==> config.mk <==
export PLATFORM = sky130hd
export DESIGN_NAME = zrb_sd_cmd_framer
export DESIGN_NICKNAME = d
export VERILOG_FILES = /design/src/rtl/zrb_sd_cmd_framer.sv
export SDC_FILE = /design/constraint.sdc
export NUM_CORES = 1
export LEC_CHECK = 0
export CAP_MARGIN = 5
export CORE_ASPECT_RATIO = 0.9
export CORE_UTILIZATION = 46
export DETAILED_ROUTE_END_ITERATION = 7
export PLACE_DENSITY_LB_ADDON = 0.3
export SYNTH_ARGS = -nofsm -noshare
export SYNTH_HDL_FRONTEND = slang
export SYNTH_SLANG_ARGS = --single-unit
==> constraint.sdc <==
create_clock -name clk -period 2.4 [get_ports clk]
set_clock_uncertainty 0.1 [all_clocks]
set_input_delay 0.48 -clock clk [delete_from_list [all_inputs] [get_ports clk]]
set_output_delay 0.48 -clock clk [all_outputs]
set_load 0.01 [all_outputs]
==> src/rtl/zrb_sd_cmd_framer.sv <==
// zrb_sd_cmd_framer: builds the 6-byte SD SPI command frame, drains its echo, then polls for R1.
// Build option ZRB_SD_CMD_CRC_EN: compute the frame CRC7 serially; otherwise B5 is a per-command constant.
module zrb_sd_cmd_framer #(
  parameter logic [7:0] NCR_MAX   = 8'd8,
  parameter logic [7:0] FILL_BYTE = 8'hFF
) (
  input  logic        clk,
  input  logic        reset_n,
  input  logic        cmd_start,
  input  logic [5:0]  cmd_index,
  input  logic [31:0] cmd_arg,
  output logic        busy,
  output logic        done,
  output logic [7:0]  resp,
  output logic        timeout,
  output logic [7:0]  tx_data,
  output logic        tx_wr,
  input  logic        tx_full,
  input  logic [7:0]  rx_data,
  output logic        rx_rd,
  input  logic        rx_empty
);

  typedef enum logic [2:0] {
    S_IDLE    = 3'd0,
    S_CALC    = 3'd1,
    S_SEND    = 3'd2,
    S_POLL_WR = 3'd3,
    S_POLL_RD = 3'd4
  } state_t;

  state_t      state_r, state_nxt_s;
  logic [5:0]  index_r;
  logic [31:0] arg_r;
  logic [2:0]  tx_cnt_r, tx_cnt_nxt_s;
  logic [2:0]  rx_cnt_r, rx_cnt_nxt_s;
  logic [7:0]  poll_cnt_r, poll_cnt_nxt_s;
  logic        busy_r, done_r, timeout_r;
  logic [7:0]  resp_r;
  logic        accept_s, resp_ok_s, resp_to_s;
  logic [7:0]  b5_s;

  function automatic logic [7:0] frame_byte(input logic [2:0] idx, input logic [5:0] index,
                                            input logic [31:0] arg, input logic [7:0] b5);
    case (idx)
      3'd0:    frame_byte = {2'b01, index};
      3'd1:    frame_byte = arg[31:24];
      3'd2:    frame_byte = arg[23:16];
      3'd3:    frame_byte = arg[15:8];
      3'd4:    frame_byte = arg[7:0];
      default: frame_byte = b5;
    endcase
  endfunction

`ifdef ZRB_SD_CMD_CRC_EN
  logic [6:0]  crc_r;
  logic [5:0]  bit_cnt_r;
  logic [39:0] crc_msg_s;
  logic        calc_last_s;

  // One step of CRC7 (x^7 + x^3 + 1), message bit shifted in MSB first.
  function automatic logic [6:0] crc7_step(input logic [6:0] crc, input logic din);
    logic fb;
    fb = crc[6] ^ din;
    crc7_step = {crc[5:0], 1'b0} ^ (fb ? 7'h09 : 7'h00);
  endfunction

  assign crc_msg_s   = {2'b01, index_r, arg_r};
  assign calc_last_s = (bit_cnt_r == 6'd39);
  assign b5_s        = {crc_r, 1'b1};

  // Serial CRC over B0..B4, one bit per CALC cycle.
  always_ff @(posedge clk or negedge reset_n) begin
    if (!reset_n) begin
      crc_r     <= 7'd0;
      bit_cnt_r <= 6'd0;
    end else if (accept_s) begin
      crc_r     <= 7'd0;
      bit_cnt_r <= 6'd0;
    end else if (state_r == S_CALC) begin
      crc_r     <= crc7_step(crc_r, crc_msg_s[6'd39 - bit_cnt_r]);
      bit_cnt_r <= bit_cnt_r + 6'd1;
    end
  end
`else
  // Fixed trailer: valid CRC for CMD0 and CMD8(0x1AA), dummy CRC elsewhere.
  always_comb begin
    case (index_r)
      6'd0:    b5_s = 8'h95;
      6'd8:    b5_s = 8'h87;
      default: b5_s = 8'h01;
    endcase
  end
`endif

  // Next-state decode; FIFO strobes are qualified by same-cycle full/empty flags.
  always_comb begin
    state_nxt_s    = state_r;
    tx_cnt_nxt_s   = tx_cnt_r;
    rx_cnt_nxt_s   = rx_cnt_r;
    poll_cnt_nxt_s = poll_cnt_r;
    tx_wr          = 1'b0;
    tx_data        = 8'h00;
    rx_rd          = 1'b0;
    accept_s       = 1'b0;
    resp_ok_s      = 1'b0;
    resp_to_s      = 1'b0;
    case (state_r)
      S_IDLE: begin
        if (cmd_start) begin
          accept_s       = 1'b1;
          tx_cnt_nxt_s   = 3'd0;
          rx_cnt_nxt_s   = 3'd0;
          poll_cnt_nxt_s = 8'd0;
`ifdef ZRB_SD_CMD_CRC_EN
          state_nxt_s    = S_CALC;
`else
          state_nxt_s    = S_SEND;
`endif
        end else begin
          state_nxt_s = S_IDLE;
        end
      end
      S_CALC: begin
`ifdef ZRB_SD_CMD_CRC_EN
        if (calc_last_s) begin
          state_nxt_s = S_SEND;
        end else begin
          state_nxt_s = S_CALC;
        end
`else
        state_nxt_s = S_SEND;
`endif
      end
      S_SEND: begin
        if (!tx_full && (tx_cnt_r < 3'd6)) begin
          tx_wr        = 1'b1;
          tx_data      = frame_byte(tx_cnt_r, index_r, arg_r, b5_s);
          tx_cnt_nxt_s = tx_cnt_r + 3'd1;
        end else begin
          tx_cnt_nxt_s = tx_cnt_r;
        end
        if (!rx_empty && (rx_cnt_r < 3'd6)) begin
          rx_rd        = 1'b1;
          rx_cnt_nxt_s = rx_cnt_r + 3'd1;
        end else begin
          rx_cnt_nxt_s = rx_cnt_r;
        end
        if ((tx_cnt_nxt_s == 3'd6) && (rx_cnt_nxt_s == 3'd6)) begin
          state_nxt_s = S_POLL_WR;
        end else begin
          state_nxt_s = S_SEND;
        end
      end
      S_POLL_WR: begin
        if (!tx_full) begin
          tx_wr          = 1'b1;
          tx_data        = FILL_BYTE;
          poll_cnt_nxt_s = poll_cnt_r + 8'd1;
          state_nxt_s    = S_POLL_RD;
        end else begin
          state_nxt_s = S_POLL_WR;
        end
      end
      S_POLL_RD: begin
        if (!rx_empty) begin
          rx_rd = 1'b1;
          if (!rx_data[7]) begin
            resp_ok_s   = 1'b1;
            state_nxt_s = S_IDLE;
          end else if (poll_cnt_r == NCR_MAX) begin
            resp_to_s   = 1'b1;
            state_nxt_s = S_IDLE;
          end else begin
            state_nxt_s = S_POLL_WR;
          end
        end else begin
          state_nxt_s = S_POLL_RD;
        end
      end
      default: begin
        state_nxt_s = S_IDLE;
      end
    endcase
  end

  // State, counters, captured command and status registers.
  always_ff @(posedge clk or negedge reset_n) begin
    if (!reset_n) begin
      state_r    <= S_IDLE;
      index_r    <= 6'd0;
      arg_r      <= 32'd0;
      tx_cnt_r   <= 3'd0;
      rx_cnt_r   <= 3'd0;
      poll_cnt_r <= 8'd0;
      busy_r     <= 1'b0;
      done_r     <= 1'b0;
      timeout_r  <= 1'b0;
      resp_r     <= 8'hFF;
    end else begin
      state_r    <= state_nxt_s;
      tx_cnt_r   <= tx_cnt_nxt_s;
      rx_cnt_r   <= rx_cnt_nxt_s;
      poll_cnt_r <= poll_cnt_nxt_s;
      done_r     <= resp_ok_s | resp_to_s;
      if (accept_s) begin
        index_r   <= cmd_index;
        arg_r     <= cmd_arg;
        busy_r    <= 1'b1;
        timeout_r <= 1'b0;
      end else if (resp_ok_s) begin
        busy_r <= 1'b0;
        resp_r <= rx_data;
      end else if (resp_to_s) begin
        busy_r    <= 1'b0;
        resp_r    <= 8'hFF;
        timeout_r <= 1'b1;
      end
    end
  end

  assign busy    = busy_r;
  assign done    = done_r;
  assign resp    = resp_r;
  assign timeout = timeout_r;

endmodule

==> results.ini, run 1 <==
[layout]
post-route-cell-area_um2 = 4770
antenna_cells = 0
fin_nets = 539
syn2layout_area_growth_pct = 41.3
drive_gt1_share_pct = 22.3
fin_util_pct = 67.4

[sta]
min_period_over_period_pct = 114
drv_slew = 0
fmax_mhz = 366
setup_viol_count_final = 9
min_period_ns = 2.73
holdWs_ns = 0.0185
hold_viol = 0
worst_slew_pin_slew_ns = 0.406
maxSlewHeadroom_pct = 72.8
rsz0062_at_grt = yes
finalWorstSetupSlack_ns = -0.330

[floorplan]
core_area_um2 = 7080
initial_core_util_pct = 47.7
die-width_um = 92.3
die_area_um2 = 7680
rows = 29
die_h_um = 83.3
io_pins = 72

[synth]
async_flop_share_pct = 100
synth_fp_nets = 437
ys_types = 48
yosysTopAreaCellShare_pct = 43.0
yosys-top-cells-count = nand2_1 (138), dfrtp_1 (58), nor2_1 (25)
ys_seq_area_share_pct = 49.2
synth_edf_count = 0
syn-cell-area_um2 = 3370
avgSynthCellArea_um2 = 8.93
synth_area_leaders = dfrtp_1 (43%), nand2_1 (15%), dfstp_2 (6.2%)
yosysMostFrequentCell = nand2_1
yosysTopAreaCell = dfrtp_1
ys.flop_type = dfrtp_1
yosysWarnings = 0
synth_seq_cells = 66
netlist_instances = 378

[grt]
grt_max_degree = 67
grt_pass1_vias = 3059
antenna_found_initial = 0
track_usage_pct = 24.7
grt-ovfl-total = 0
grt_pass1_wl_um = 14800

[clock_network]
clk_pin_slew_ns = 0.07
clk_latency_ns = 0.35
cts_buffer_depth = 2
htreeDepth = 3
clock-sinks = 66
cts_tree = built
numCtsBuffers = 9
cts_root_buf = clkbuf_8

[routing]
num_vias = 3150
drc = 0
wire_per_inst_um = 15.9
vias_per_cell = 5.45
drt_iter0_drc = 256
wirelength_um = 9170
drtAntennaViolNets = 0
drt_pass1_iterations = 7

[worst_setup_path]
setup.worst_path.start_class = flop
crit_slowest_cell = dfrtp_2
crit_path_end_kind = output port
cp_cell_sequence = ha_2 > ha_4 > buf_6 > a222oi_1 > and3_1 > o31ai_2 > buf_2
critical_path_required_ns = 1.82
path_class = reg2out
critical-path-max-stage-delay_ns = 0.45
arrival_ns = 2.15
path_max_fanout = 4

[power]
p_leak_nw = 2.29
clockPowerShare_pct = 20.3
powerDensity_nw_per_um2 = 1190
total_power_mw = 5.69
comb_power_share_pct = 46.1
p_sw_share_pct = 37.9
switching_power_mw = 2.16
intPower_mw = 3.53
power_frac_seq_pct = 33.6
ir_drop_v = 0.000686

[placement]
place_congestion = 0.949
pre_cts_ws_ns = -0.394
hpwl_um = 6100
port_buffers = 71
placed_cell_area_um2 = 4400

[worst_hold_path]
hold_class = in2async

[status]
violations = negative setup slack
status = finished with violations

[job]
max_cap_viol_count = 0

sequential cells by signal (all words and copies together) (netlist names):
name / cells
poll_cnt_r: 8
resp: 8
tx_cnt_r: 3
arg_r: 32
index_r: 6
state_r: 3
timeout: 1
done: 1
busy: 1
rx_cnt_r: 3
timing repair:
action,4_1_cts,5_1_grt
pin swaps,18,10
hold buffers,0,0
buffers inserted,5,1
hold endpoints to repair,0,0
endpoints found under the setup margin,10,9
resized for setup,66,8
cloned,0,1
path summary, 6_finish.rpt:
kind | start | endpoint | slack (ns) | depth (start not counted)
worst max-delay path | tx_cnt_r[1] | tx_data[1] | -0.33 | 7
worst min-delay path | reset_n | arg_r[17] | 0.02 | 2
worst max register to register | state_r[1] | resp[4] | 0.41 | 7
worst min register to register | arg_r[2] | arg_r[2] | 0.40 | 2
max in group asynchronous | reset_n | resp[5] | 1.84 | 2
min in group clk | arg_r[2] | arg_r[2] | 0.40 | 2
per-layer routing:
layer | track usage, % | vias to the layer above | share of wire (%)
li1 | - | 1489 | -
met1 | 33.9 | 1514 | 44
met2 | 38.5 | 120 | 48
met3 | 6.32 | 27 | 5.4
met4 | 7.67 | 0 | 2.8
met5 | 0 | - | 0
layout make-up:
type / count / area [um^2]
fill: 550 / 2310
multi-input combinational: 281 / 1700
sequential: 66 / 1660
timing repair buffer: 112 / 1000
clock inverter: 7 / 125
clock buffer: 9 / 124
tap: 93 / 116
inverter: 10 / 37.5
through the flow:
stage / setup TNS (ns) / cells
after global routing: -2.31 / 578
after floorplan: -0.00413 / 378
after detailed placement: -3.20 / 557
final: -1.72 / 578
after CTS: -1.28 / 577
after global placement: -2.93 / 557
placed cells by master, fill, tap and decap left out, types with 4 or more instances in the layout:
cell,count
buf_2,9
buf_6,5
dfstp_2,8
o21ai_0,12
dfrtp_1,57
inv_1,8
o21ai_1,6
buf_4,35
nor2_1,24
a211o_1,7
a222oi_1,6
ha_4,4
and3_1,6
nand2_1,137
nand3_1,4
a21oi_1,5
clkbuf_8,9
mux2_2,4
clkdlybuf4s50_1,59
a21o_1,4
xnor2_1,4
power groups by stage:
| stage | clock [mW] | combinational [mW] | sequential, mW |
|---|---|---|---|
| floorplan | 0 | 1.33 | 1.79 |
| global placement | 0 | 2.20 | 1.87 |
| detailed placement | 0 | 2.27 | 1.88 |
| CTS | 1.17 | 2.43 | 1.89 |
| global route | 1.23 | 2.86 | 1.96 |
| finish | 1.16 | 2.62 | 1.91 |
worst max-delay path: cells and delay by family, from the launching register on:
| family | cells | cell delay, ns |
|---|---|---|
| AO/OA/AOI/OAI | 2 | 0.43 |
| adder cells (fa/ha/maj) | 2 | 0.40 |
| buffers and inverters | 2 | 0.27 |
| flip-flops | 1 | 0.45 |
| AND/OR/NAND/NOR | 1 | 0.26 |
cell families after synthesis:
group	synth area share, %
adders and majority gates	2.97
DFF	49.2
muxes	1.33
buffers and inverters	4.12
AOI/OAI and AO/OA	13.4
xor gates and xnor gates	1.82
and+or+nand+nor	27.1
Power figures use the tool's default switching activity.
==> run 2: changes to the inputs <==
--- a/config.mk
+++ b/config.mk
@@ -5,10 +5,12 @@
 export SDC_FILE = /design/constraint.sdc
 export NUM_CORES = 1
 export LEC_CHECK = 0
+export ABC_AREA = 1
 export CAP_MARGIN = 5
 export CORE_ASPECT_RATIO = 0.9
 export CORE_UTILIZATION = 46
 export DETAILED_ROUTE_END_ITERATION = 7
+export GPL_ROUTABILITY_DRIVEN = 1
 export PLACE_DENSITY_LB_ADDON = 0.3
 export SYNTH_ARGS = -nofsm -noshare
 export SYNTH_HDL_FRONTEND = slang
==> run 2 against run 1 <==
The run still ends with negative setup slack left. Wire length down 2.3%. Clock-buffer cell count up 2. Register-to-register slack improved by 0.32 ns. Utilization increased by 0.45 points. Maximum frequency is 9.1% higher. Sequential share of layout area fell by 0.59 points. Via count grew 6.3%. Clock power shrank 32%. Combinational power hardly changed. Critical path type unchanged. Critical path depth rose by 5.
==> results.ini, run 2 <==
[status]
status = finished with violations
violations = negative setup slack

[sta]
finalWorstSetupSlack_ns = -0.103  ; +0.227 ns
hold_viol = 0  ; unchanged
maxSlewHeadroom_pct = 51.0  ; -22 points
setup_viol_count_final = 7  ; -2
fmax_mhz = 400  ; +9.1%
rsz0062_at_grt = yes
min_period_ns = 2.50  ; -0.227 ns
worst_slew_pin_slew_ns = 0.735  ; +0.328 ns
min_period_over_period_pct = 104  ; -9.5 points
drv_slew = 0  ; unchanged

[clock_network]
clk_latency_ns = 0.35  ; about the same
clock-sinks = 66  ; unchanged
hold_buffers = 0  ; unchanged
cts_root_buf = clkbuf_8
cts_buffer_depth = 2  ; unchanged
clk_pin_slew_ns = 0.07  ; about the same
htreeDepth = 3  ; unchanged
numCtsBuffers = 9  ; unchanged
cts_tree = built

[layout]
syn2layout_area_growth_pct = 41.4
regMostFlops = arg_r
fin_nets = 632  ; +17%
fillers = 583  ; +6.0%
largest_reg_flops = 32  ; unchanged
antenna_cells = 0  ; unchanged
fin_cells = 671  ; +16%
drive_gt1_share_pct = 23.5  ; +1.3 points
post-route-cell-area_um2 = 4850  ; +1.7%
final_common_cell = nand2_1
register_area_um2 = 1660  ; unchanged
final_cell_mix = nand2_1 (198), clkdlybuf4s50_1 (60), dfrtp_1 (57)
multi_input_area_um2 = 1720  ; +1.1%
fin_util_pct = 67.8  ; +0.45 points

[floorplan]
core_area_um2 = 7150  ; +1.0%
die-width_um = 93  ; +0.78%
io_pins = 72  ; unchanged
initial_core_util_pct = 48.0  ; +0.27 points
rows = 29  ; unchanged
die_area_um2 = 7800  ; +1.6%
die_h_um = 83.9  ; +0.77%

[worst_setup_path]
r2r_end = resp[3]
crit_path_end_kind = output port
crit_family = buffers and inverters
critical_path_required_ns = 1.82  ; about the same
r2r-start = state_r[1]
crit_slowest_cell = dfrtp_2
critical_path_buf_inv_count = 4  ; +2
path_max_fanout = 3  ; -1
r2r_setup_slack_ns = 0.73  ; +0.32 ns
arrival_ns = 1.92  ; -0.23 ns
cpMostUsedCell = nand2_1
ff2ff_path_depth = 7  ; unchanged
critical-path-max-stage-delay_ns = 0.46  ; about the same
setup.worst_path.start_class = flop
cp_cell_sequence = buf_6 > ha_4 > nand2_2 > buf_4 > nand2_1 > nor2_2 > buf_4 > nor2_1 > nand2_1 > nand3_1 > nand2_1 > buf_2
path_class = reg2out

[synth]
synth_edf_count = 0  ; unchanged
syn-cell-area_um2 = 3430  ; +1.6%
async_flop_share_pct = 100  ; unchanged
ys.flop_type = dfrtp_1
yosysTopAreaCell = dfrtp_1
synth_seq_cells = 66  ; unchanged
yosys-top-cells-count = nand2_1 (214), dfrtp_1 (58), inv_1 (39)
yosysWarnings = 0  ; unchanged
netlist_instances = 462  ; +22%
ys_types = 27  ; -44%
ys_seq_area_share_pct = 48.5  ; -0.77 points
yosysMostFrequentCell = nand2_1
synth_fp_nets = 521  ; +19%
avgSynthCellArea_um2 = 7.42  ; -17%
yosysTopAreaCellShare_pct = 42.3  ; -0.67 points
synth_area_leaders = dfrtp_1 (42%), nand2_1 (23%), dfstp_2 (6.1%)

[routing]
wire_per_inst_um = 13.4  ; -16%
drt_iter0_drc = 200  ; -22%
drtAntennaViolNets = 0  ; unchanged
wirelength_um = 8960  ; -2.3%
drt_pass1_iterations = 5  ; -2
drc = 0  ; unchanged
num_vias = 3348  ; +6.3%
vias_per_cell = 4.99  ; -8.4%

[placement]
place_congestion = 0.899  ; -5.2%
placed_cell_area_um2 = 4450  ; +1.2%
hpwl_um = 6310  ; +3.4%
dp.cells = 646  ; +16%
port_buffers = 71  ; unchanged
pre_cts_ws_ns = -0.312  ; +0.0816 ns

[grt]
met1_usage_pct = 31.2  ; -2.7 points
busiest_layer = met2
grtUsageMet2_pct = 39.3  ; +0.84 points
grt_pass1_vias = 3278  ; +7.2%
track_usage_pct = 24.4  ; -0.25 points
grt_max_degree = 31  ; -54%
grt-ovfl-total = 0  ; unchanged
met3_usage_pct = 6.56  ; +0.24 points
antenna_found_initial = 0  ; unchanged
grt_pass1_wl_um = 14800  ; +0.65%

[power]
p_leak_nw = 2.51  ; +9.6%
powerDensity_nw_per_um2 = 1080  ; -9.2%
total_power_mw = 5.25  ; -7.6%
ir_drop_v = 0.000499  ; -27%

[job]
max_cap_viol_count = 0  ; unchanged

[worst_hold_path]
hold_class = in2async

run 2: changes by cell type in the layout (fill, tap and decap cells not counted), moves of 7 or more:
cell and change:
nand2_1 +61, nand3_1 +23, inv_1 +22, nand2_2 +15, a211o_1 -7, inv_2 +7, nand3_2 +7
run 2: cell families (layout without fill, tap and decap cells):
group                    after synthesis  after routing  share of synthesized area, %
adder cells (fa/ha/maj)                8              8                          2.92
AO/OA/AOI/OAI                         30             30                          4.89
buffers and inverters                 54            170                          6.61
AND/OR/NAND/NOR                      303            303                          36.9
XOR/XNOR                               1              1                         0.256
flip-flops                            66             66                          48.5
run 2: timing repair:
action | 4_1_cts | 5_1_grt
buffers inserted | 7 | 4
pin swaps | 22 | 14
setup endpoints to repair | 10 | 9
resized for setup | 74 | 28
run 2: worst reg2reg max path, stage by stage, from the launching register on:
cell     delay, ns
dfrtp_1       0.43
nor2_2        0.20
nand3_1       0.13
nor2_1        0.18
nand3_1       0.20
buf_4         0.23
nand3_1       0.08
nand2_1       0.07
run 2: per-stage QoR:
| stage | setup TNS [ns] | hold slack, ns |
|---|---|---|
| 2_1_floorplan | 0 | 0.0844 |
| 3_3_place_gp | -2.20 | 0.363 |
| 3_5_place_dp | -2.39 | 0.366 |
| 4_1_cts | -0.449 | 0.103 |
| 5_1_grt | -1.03 | 0.126 |
| 6_report | -0.443 | 0.0878 |
run 2: layout make-up:
cell class                      instances  share of cell area [%]
Clock buffer                           11                    2.71
Clock inverter                          5                   0.645
Inverter                               42                    3.41
Multi-Input combinational cell        342                    35.5
Sequential cell                        66                    34.3
Tap cell                               93                    2.40
Timing Repair Buffer                  112                    21.1
run 2: worst max path at each step:
stage	start	to	slack [ns]	depth (start not counted)
after CTS	tx_cnt_r[0]	tx_data[4]	-0.13	12
after global routing	tx_cnt_r[1]	tx_data[4]	-0.21	11
after global placement	tx_full	tx_data[7]	-0.29	9
after floorplan	tx_cnt_r[0]	tx_data[3]	0.33	9
final	tx_cnt_r[0]	tx_data[1]	-0.10	12
after detailed placement	tx_full	tx_data[2]	-0.31	9
run 2: where the power goes:
group	internal [mW]	switching [mW]	total (mW)
combinational	1.17	1.42	2.59
clock	0.371	0.421	0.792
sequential	1.57	0.295	1.87
run 2: per-layer routing:
layer  vias to the layer above  share of wire, %
met2                       108                48
met3                        15               5.2
met4                         0               2.1
met1                      1565                45
li1                       1660                 -
met5                         -                 0
==> run 3: changes to the inputs <==
--- a/config.mk
+++ b/config.mk
@@ -9,9 +9,11 @@
 export CAP_MARGIN = 5
 export CORE_ASPECT_RATIO = 0.9
 export CORE_UTILIZATION = 46
+export CTS_CLUSTER_SIZE = 14
 export DETAILED_ROUTE_END_ITERATION = 7
 export GPL_ROUTABILITY_DRIVEN = 1
 export PLACE_DENSITY_LB_ADDON = 0.3
+export SETUP_SLACK_MARGIN = 0.15
 export SYNTH_ARGS = -nofsm -noshare
 export SYNTH_HDL_FRONTEND = slang
 export SYNTH_SLANG_ARGS = --single-unit
==> run 3 against run 2 <==
Sequential share of layout area decreased by 0.13 points. Global-route usage increased by 0.058 points. Sequential power about the same. The run still ends with negative setup slack left. Largest cell class unchanged. First-iteration DRC count decreased by 9.5%. Maximum frequency decreased by 1.3%. Flip-flop and latch count unchanged. Die area unchanged. Critical path type unchanged. Total power increased by 1.3%.
==> results.ini, run 3 (same netlist as run 2, synthesis figures left out) <==
[worst_setup_path]
path_max_fanout = 3  ; unchanged
r2r-start = state_r[1]
r2r_end = resp[3]
r2r_setup_slack_ns = 0.73  ; about the same
cp-startpoint = tx_cnt_r[1]
ff2ff_path_depth = 7  ; unchanged
arrival_ns = 1.96  ; +0.04 ns
crit_path_end_kind = output port
critical_path_required_ns = 1.82  ; about the same
path_class = reg2out
crit_end = tx_data[1]
setup.worst_path.start_class = flop

[sta]
drv_slew = 0  ; unchanged
min_period_ns = 2.54  ; +0.0331 ns
maxSlewHeadroom_pct = 51.0  ; about the same
min_period_over_period_pct = 106  ; +1.4 points
finalWorstSetupSlack_ns = -0.136  ; -0.0331 ns
worst_slew_pin_slew_ns = 0.735  ; +0.0000681 ns
hold_viol = 0  ; unchanged
fmax_mhz = 394  ; -1.3%
rsz0062_at_grt = yes
setup_viol_count_final = 8  ; +1

[layout]
drive_gt1_share_pct = 23.8  ; +0.31 points
post-route-cell-area_um2 = 4860  ; +0.31%
fillers = 573  ; -1.7%
syn2layout_area_growth_pct = 41.9
fin_cells = 676  ; +0.75%
fin_nets = 637  ; +0.79%
largest_reg_flops = 32  ; unchanged
regMostFlops = arg_r
final_common_cell = nand2_1
antenna_cells = 0  ; unchanged
fin_util_pct = 68.0  ; +0.21 points
final_cell_mix = nand2_1 (200), clkdlybuf4s50_1 (60), dfrtp_1 (58)

[routing]
num_vias = 3369  ; +0.63%
drt_pass1_iterations = 5  ; unchanged
drtAntennaViolNets = 0  ; unchanged
vias_per_cell = 4.98  ; -0.12%
wire_per_inst_um = 13.4  ; +0.19%
drc = 0  ; unchanged
drt_iter0_drc = 181  ; -9.5%
wirelength_um = 9050  ; +0.94%

[placement]
hpwl_um = 6310  ; unchanged
dp.cells = 646  ; unchanged
placed_cell_area_um2 = 4450  ; unchanged
port_buffers = 71  ; unchanged
place_congestion = 0.899  ; unchanged

[clock_network]
hold_buffers = 0  ; unchanged
cts_root_buf = clkbuf_8
clk_latency_ns = 0.35  ; about the same
cts_buffer_depth = 2  ; unchanged
htreeDepth = 3  ; unchanged
clock-sinks = 66  ; unchanged
cts_tree = built
clk_pin_slew_ns = 0.07  ; about the same
numCtsBuffers = 9  ; unchanged

[floorplan]
die_area_um2 = 7800  ; unchanged
io_pins = 72  ; unchanged
rows = 29  ; unchanged
die_h_um = 83.9  ; unchanged
die-width_um = 93  ; unchanged
core_area_um2 = 7150  ; unchanged
initial_core_util_pct = 48.0  ; unchanged

[grt]
met1_usage_pct = 31.1  ; -0.12 points
grt_max_degree = 31  ; unchanged
grt_pass1_wl_um = 14900  ; +0.14%
grtUsageMet2_pct = 39.5  ; +0.20 points
track_usage_pct = 24.5  ; +0.058 points
antenna_found_initial = 0  ; unchanged
grt-ovfl-total = 0  ; unchanged
grt_pass1_vias = 3259  ; -0.58%
met3_usage_pct = 6.65  ; +0.091 points
busiest_layer = met2

[power]
switching_power_mw = 2.16  ; +1.1%
intPower_mw = 3.16  ; +1.4%
p_sw_share_pct = 40.7  ; -0.060 points
clockPowerShare_pct = 14.9  ; -0.2 points
p_leak_nw = 2.52  ; +0.50%
ir_drop_v = 0.000514  ; +3.1%
powerDensity_nw_per_um2 = 1090  ; +0.96%
total_power_mw = 5.32  ; +1.3%
comb_power_share_pct = 50.2  ; +0.8 points
power_frac_seq_pct = 34.9  ; -0.6 points

[job]
max_cap_viol_count = 0  ; unchanged

[status]
violations = negative setup slack
status = finished with violations

[worst_hold_path]
hold_class = in2async

-- run 3: stage by stage --
step           hold slack [ns]  TNS (ns)  setup WS [ns]
3_3_place_gp             0.363     -2.20         -0.287
4_1_cts                  0.103    -0.315         -0.113
3_5_place_dp             0.366     -2.39         -0.312
6_report                0.0855    -0.782         -0.136
5_1_grt                  0.126     -1.29         -0.206
2_1_floorplan           0.0844         0          0.330
-- run 3: critical path, stage by stage, from the launching register on --
cell and delay [ns]:
dfrtp_1 0.43, ha_2 0.23, ha_4 0.18, nor2_4 0.11, nand2_1 0.07, nor2_2 0.09
buf_4 0.12, nor2_1 0.03, nand2_1 0.06, nand3_1 0.09, nand2_1 0.07, buf_2 0.12
-- run 3: power groups by stage --
stage / Combinational, mW / Sequential, mW / Clock [mW]
finish: 2.67 / 1.86 / 0.792
global route: 2.96 / 1.91 / 0.845
CTS: 2.42 / 1.85 / 0.803
detailed placement: 2.15 / 1.85 / 0
global placement: 2.10 / 1.83 / 0
floorplan: 1.25 / 1.82 / 0
-- run 3: timing repair --
item	CTS	global route
gates resized for setup	80	22
pin swaps	19	12
endpoints found under the setup margin	10	10
buffers inserted	7	7
-- run 3: metal layers --
layer | vias to the layer above | wire length [um]
met5 | - | 0
met4 | 0 | 267
met3 | 25 | 480
met2 | 117 | 4310
met1 | 1553 | 3990
li1 | 1674 | -
-- run 3: final cells by class --
class	instances	area [um^2]	area share, %
multi-input combinational	342	1710	35.1
inverter	42	165	3.40
sequential	66	1660	34.2
clock inverter	5	31.3	0.643
timing repair buffer	117	1050	21.6
clock buffer	11	131	2.70
tap	93	116	2.39
-- run 3: how the worst min path moves through the flow --
stage	startpoint	to	slack, ns
6_report	reset_n	rx_cnt_r[2]	0.09
5_1_grt	reset_n	rx_cnt_r[0]	0.13
4_1_cts	reset_n	rx_cnt_r[0]	0.10
3_5_place_dp	arg_r[10]	arg_r[10]	0.37
3_3_place_gp	arg_r[14]	arg_r[14]	0.36
2_1_floorplan	reset_n	arg_r[0]	0.08
